File: src/rtl/cond_eval_pkg.sv
// Shared definitions for the condition-code evaluator and its decoder.
package cond_eval_pkg;

   localparam int unsigned COND_W = 4;
   localparam int unsigned FLAG_W = 4;

   // Condition codes (C is a borrow flag: set when in1 < in2 unsigned)
   localparam logic [COND_W-1:0] COND_EQ = 4'd0;
   localparam logic [COND_W-1:0] COND_NE = 4'd1;
   localparam logic [COND_W-1:0] COND_LO = 4'd2;
   localparam logic [COND_W-1:0] COND_HS = 4'd3;
   localparam logic [COND_W-1:0] COND_MI = 4'd4;
   localparam logic [COND_W-1:0] COND_PL = 4'd5;
   localparam logic [COND_W-1:0] COND_VS = 4'd6;
   localparam logic [COND_W-1:0] COND_VC = 4'd7;
   localparam logic [COND_W-1:0] COND_HI = 4'd8;
   localparam logic [COND_W-1:0] COND_LS = 4'd9;
   localparam logic [COND_W-1:0] COND_GE = 4'd10;
   localparam logic [COND_W-1:0] COND_LT = 4'd11;
   localparam logic [COND_W-1:0] COND_GT = 4'd12;
   localparam logic [COND_W-1:0] COND_LE = 4'd13;
   localparam logic [COND_W-1:0] COND_AL = 4'd14;
   localparam logic [COND_W-1:0] COND_NV = 4'd15;

   // Bit positions inside the {N, Z, C, V} flag vector
   localparam int unsigned FLAG_N = 3;
   localparam int unsigned FLAG_Z = 2;
   localparam int unsigned FLAG_C = 1;
   localparam int unsigned FLAG_V = 0;

   // Flag-register validity tracking
   typedef enum logic {
      F_VALID = 1'b0,
      F_PEND  = 1'b1
   } flag_state_t;

endpackage

File: src/rtl/cond_decode.sv
// Combinational condition-code resolver shared with the predication path.
module cond_decode
   import cond_eval_pkg::*;
(
   input  logic [COND_W-1:0] cond,
   input  logic [FLAG_W-1:0] flags,
   output logic              taken
);

   logic n;
   logic z;
   logic c;
   logic v;

   assign n = flags[FLAG_N];
   assign z = flags[FLAG_Z];
   assign c = flags[FLAG_C];
   assign v = flags[FLAG_V];

   // Resolve the condition against the supplied flags
   always_comb begin
      taken = 1'b0;
      case (cond)
         COND_EQ: taken = z;
         COND_NE: taken = !z;
         COND_LO: taken = c;
         COND_HS: taken = !c;
         COND_MI: taken = n;
         COND_PL: taken = !n;
         COND_VS: taken = v;
         COND_VC: taken = !v;
         COND_HI: taken = !c && !z;
         COND_LS: taken = c || z;
         COND_GE: taken = (n == v);
         COND_LT: taken = (n != v);
         COND_GT: taken = !z && (n == v);
         COND_LE: taken = z || (n != v);
         COND_AL: taken = 1'b1;
         COND_NV: taken = 1'b0;
      endcase
   end

endmodule

File: src/rtl/cond_eval.sv
// Condition evaluator: flags register, pending-flag interlock, forwarding,
// registered taken/not-taken response with valid/ready and statistics.
module cond_eval
   import cond_eval_pkg::*;
#(
   parameter int unsigned TAG_W = 4,
   parameter int unsigned CNT_W = 16
) (
   input  logic              clk,
   input  logic              reset,
   input  logic [FLAG_W-1:0] flags_in,
   input  logic              flags_we,
   input  logic              flags_pend,
   input  logic              req_valid,
   output logic              req_ready,
   input  logic [COND_W-1:0] req_cond,
   input  logic [TAG_W-1:0]  req_tag,
   output logic              resp_valid,
   input  logic              resp_ready,
   output logic              resp_taken,
   output logic [TAG_W-1:0]  resp_tag,
   output logic [FLAG_W-1:0] flags_q,
   output logic [CNT_W-1:0]  eval_cnt,
   output logic [CNT_W-1:0]  taken_cnt
);

   flag_state_t       state;
   logic [FLAG_W-1:0] eff_flags_c;
   logic              taken_c;
   logic              out_free_c;
   logic              accept_c;
   logic              resp_fire_c;

   // A same-cycle flag write is forwarded to the request being evaluated
   assign eff_flags_c = flags_we ? flags_in : flags_q;
   assign out_free_c  = !resp_valid || resp_ready;
   // While flags are pending only a cycle that delivers them may evaluate
   assign req_ready   = out_free_c && ((state == F_VALID) || flags_we);
   assign accept_c    = req_valid && req_ready;
   assign resp_fire_c = resp_valid && resp_ready;

   cond_decode u_decode (
      .cond  (req_cond),
      .flags (eff_flags_c),
      .taken (taken_c)
   );

   // Flags register, pending FSM, response register and saturating counters
   always_ff @(posedge clk) begin
      if (reset) begin
         state      <= F_VALID;
         flags_q    <= '0;
         resp_valid <= 1'b0;
         resp_taken <= 1'b0;
         resp_tag   <= '0;
         eval_cnt   <= '0;
         taken_cnt  <= '0;
      end else begin
         if (flags_we) begin
            flags_q <= flags_in;
         end

         case (state)
            F_VALID: if (flags_pend) state <= F_PEND;
            F_PEND:  if (flags_we && !flags_pend) state <= F_VALID;
            default: state <= F_VALID;
         endcase

         if (accept_c) begin
            resp_valid <= 1'b1;
            resp_taken <= taken_c;
            resp_tag   <= req_tag;
         end else if (resp_fire_c) begin
            resp_valid <= 1'b0;
         end

         if (resp_fire_c) begin
            if (eval_cnt != {CNT_W{1'b1}}) begin
               eval_cnt <= eval_cnt + CNT_W'(1);
            end
            if (resp_taken && (taken_cnt != {CNT_W{1'b1}})) begin
               taken_cnt <= taken_cnt + CNT_W'(1);
            end
         end
      end
   end

endmodule

File: config.mk
export PLATFORM = sky130hd
export DESIGN_NAME = cond_eval
export DESIGN_NICKNAME = d
export VERILOG_FILES = /design/src/rtl/cond_eval_pkg.sv /design/src/rtl/cond_decode.sv /design/src/rtl/cond_eval.sv
export SDC_FILE = /design/constraint.sdc
export NUM_CORES = 1
export LEC_CHECK = 0
export ABC_CLOCK_PERIOD_IN_PS = 2500
export CAP_MARGIN = 0
export CORE_ASPECT_RATIO = 2
export CORE_MARGIN = 2
export CORE_UTILIZATION = 35
export DETAILED_ROUTE_END_ITERATION = 8
export GPL_ROUTABILITY_DRIVEN = 0
export GPL_TIMING_DRIVEN = 0
export PLACE_DENSITY_LB_ADDON = 0.05
export SLEW_MARGIN = 20
export SYNTH_ARGS = -nofsm -noshare
export SYNTH_HDL_FRONTEND = slang
export SYNTH_SLANG_ARGS = --single-unit
File: constraint.sdc
create_clock -name clk -period 2.5 [get_ports clk]
set_clock_uncertainty 0.2 [all_clocks]
set_input_delay 0.25 -clock clk [delete_from_list [all_inputs] [get_ports clk]]
set_output_delay 0.25 -clock clk [all_outputs]
set_load 0.1 [all_outputs]
==> results.md, run 1 <==
* Fin util at 49.2%
* Share of post-route cells with drive strength above 1 at 11.7%
* GRT Overall Usage at 17.5%
* Iteration count of the initial detailed-routing pass at 4
* Status: complete, no violations
* Slew Limit Fails at 0
* Top cells by area, synth: dfxtp_1 38%, nor2_1 7.9%, mux2i_1 7.1%
* Placement Cell Area at 2950 sq um
* Slew margin rel. at 33.9%
* Post-CTS setup repair buffer count at 0
* Netlist cell types at 47
* DRT iter0 DRCs at 51
* XOR/XNOR Fraction of Synth Area at 11.7%
* Starting density of the core at 35.9%
* Hold_buf cts at 0
* DRT Wirelength at 5.64 mm
* CTS resizes at 2
* Congestion Overflow GR at 0
* First-pass GRT wire length at 9.67 mm
* Register area share after synthesis at 38.3%
* Hpwl dp at 4.43 mm
* Nets@finish at 335
* Power per cell area at 517 nW/um^2
* DP Cell Count at 394
* Startpoint types: flip-flop
* Vias at 1979
* Max_cap viols at 0
* WL/cell at 14.0 um
* Clock tree buffer depth at 2
* Largest net degree at the start of global routing at 14
* Area growth from synthesis to layout at 37.1%
* Kind of critical path: reg2out
* HP Class: in2reg
* Antenna cells at 0
* Initial antenna violation count at 0
* Tcrit/Tclk final at 95.8%
* Layout fillers at 648
* Post-Layout Cell Count at 402
* Most frequent cell after synthesis: nor2_1
* Via/cell ratio at 4.92
* PortBufs at 57
* Core area at 6260 sq um
* Highest Clock Rate at 0.417 GHz
* EDFF count, synth at 0
* Largest family of logic cells by synthesized area: simple AND/OR/NAND/NOR gates
* Skew-Pair Late Insertion Delay at 0.28 ns
* Share of the synthesized area in the top cell type at 38.3%
* Simple-gate area share of the yosys netlist at 29.3%
* # DRC at 0
* Crit path time final at 2.40 ns
* Final setup fails at 0
* Vias in the first global route at 1974
* Worst path top cell family by delay: buffers and inverters
* Final setup margin at 0.104 ns
* Slowest cell on the critical path: clkdlybuf4s50_1
* CTS root buf: clkbuf_16
* Row count at 41
* Peak supply drop at 0.275 mV
* Post-synthesis cell count at 251
* Worst stage delay on the critical path at 1.19 ns
* CP required at 2.05 ns
* Crit Path Max Fanout at 6
* Die span in x at 60.7 um
* Htree depth at 2
* Syn nets at 271
* Flip-flop and latch count after synthesis at 43
* Mapped Area at 2250 sq um
* Sink Count at 43
* CTS tree: done
* Die height at 117 um
* Crit path DAT at 1.95 ns
* Worst setup EP type: primary output
* YS warnings at 0
* RSZ-0062 raised after global routing: false
* Fin area at 3080 sq um
* Fraction of synthesized area in multiplexers at 8.13%
* DIE AREA at 7120 sq um
* Num ports at 61
* Post-synth top flop: dfxtp_1
* Pleak at 1.10 nW
* Crit-path cells: clkdlybuf4s50_1
* Synth area leader: dfxtp_1
* Mean post-synth cell area at 8.95 sq um
* Crit path buffers/inverters at 1
* Measured slew at the worst slew-check pin at 0.988 ns
* Pre-CTS WS at -0.301 ns
* TritonCTS Buffers at 5
* Post-synthesis adder-cell area fraction at 1.11%
* Clock slew at reported path FFs at 0.06 ns
* Power, Total at 0.00159 W
* Compound-Gate Fraction of Synth Area at 9.02%
* Antenna Violating Nets Remaining at 0
* Synth cell count leaders: 47 x nor2_1, 43 x dfxtp_1, 17 x xor2_1
* Final Hold Vio Count at 0
* Asr flop ratio synth at 0%
-- sequential cells by signal (all words and copies together), names as in the netlist --
name	flops
eval_cnt	16
resp_valid	1
flags_q	4
taken_cnt	16
resp_tag	4
resp_taken	1
state	1
-- cell type report --
type	count	area [sq um]	share of cell area (%)
Buffer	8	32.5	1.06
Clock buffer	6	129	4.18
Inverter	6	22.5	0.731
Sequential cell	43	878	28.5
Multi-Input combinational cell	194	1330	43.3
Timing Repair Buffer	57	566	18.4
Tap cell	86	108	3.49
Clock inverter	2	12.5	0.406
-- metal layers --
metal	global-route usage (%)	wire, um	up-vias
met4	5.43	93	0
li1	-	-	1010
met5	0	0	-
met3	3.97	194	7
met1	18.2	2040	927
met2	32.5	3310	35
-- worst register-to-register path, cell delays in order, from the launching register on --
cell	delay (ns)
dfxtp_2	0.38
nand4_1	0.23
nor4_4	0.64
a211oi_1	0.19
xnor2_1	0.19
nor2_1	0.05
-- cell usage in the layout (no fill, tap or decap), types with 3 or more instances in the layout --
| cell type | n |
|---|---|
| nand3_1 | 12 |
| o211ai_1 | 6 |
| nand4_1 | 4 |
| dfxtp_1 | 29 |
| inv_1 | 6 |
| xnor2_1 | 13 |
| dfxtp_2 | 14 |
| clkdlybuf4s50_1 | 56 |
| clkbuf_1 | 7 |
| xor2_1 | 17 |
| and3_1 | 5 |
| mux2i_1 | 16 |
| nor2_1 | 47 |
| and4_1 | 4 |
| clkbuf_16 | 5 |
| a211oi_1 | 3 |
| a21oi_1 | 6 |
| nand2_1 | 15 |
| nand3b_1 | 3 |
-- metrics by stage --
step	TNS [ns]	hold slack, ns
finish	0	0.157
global route	0	0.209
global placement	-0.301	0.278
floorplan	0	0.171
CTS	0	0.157
detailed placement	-0.301	0.283
-- path summary, 6_finish.rpt --
check	start	end	slack, ns	cells after the start
worst min-delay path	reset	resp_valid	0.16	2
worst min register to register	resp_tag[0]	resp_tag[0]	0.30	2
worst max-delay path	resp_valid	resp_valid	0.10	1
worst max register to register	taken_cnt[10]	taken_cnt[4]	0.50	5
-- where the power goes --
| part | internal, W | switching [W] | total, W |
|---|---|---|---|
| Combinational | 0.0000777 | 0.000170 | 0.000247 |
| Sequential | 0.000699 | 0.0000125 | 0.000712 |
| Clock | 0.000369 | 0.000264 | 0.000632 |
| Total | 0.00115 | 0.000446 | 0.00159 |
-- kinds of logic after synthesis --
kind of cell	after synthesis
adder cells (fa/ha/maj)	2
buffers and inverters	14
AO/OA/AOI/OAI	28
AND/OR/NAND/NOR	116
XOR/XNOR	30
multiplexers	18
flip-flops	43
No activity file was read; power rests on OpenSTA's default activity.
==> inputs of run 2 (changes only) <==
--- a/config.mk
+++ b/config.mk
@@ -6,7 +6,6 @@
 export NUM_CORES = 1
 export LEC_CHECK = 0
 export ABC_CLOCK_PERIOD_IN_PS = 2500
-export CAP_MARGIN = 0
 export CORE_ASPECT_RATIO = 2
 export CORE_MARGIN = 2
 export CORE_UTILIZATION = 35
==> results of run 2 <==
Same layout as run 1: the final DEF is identical, and so are final timing and power.
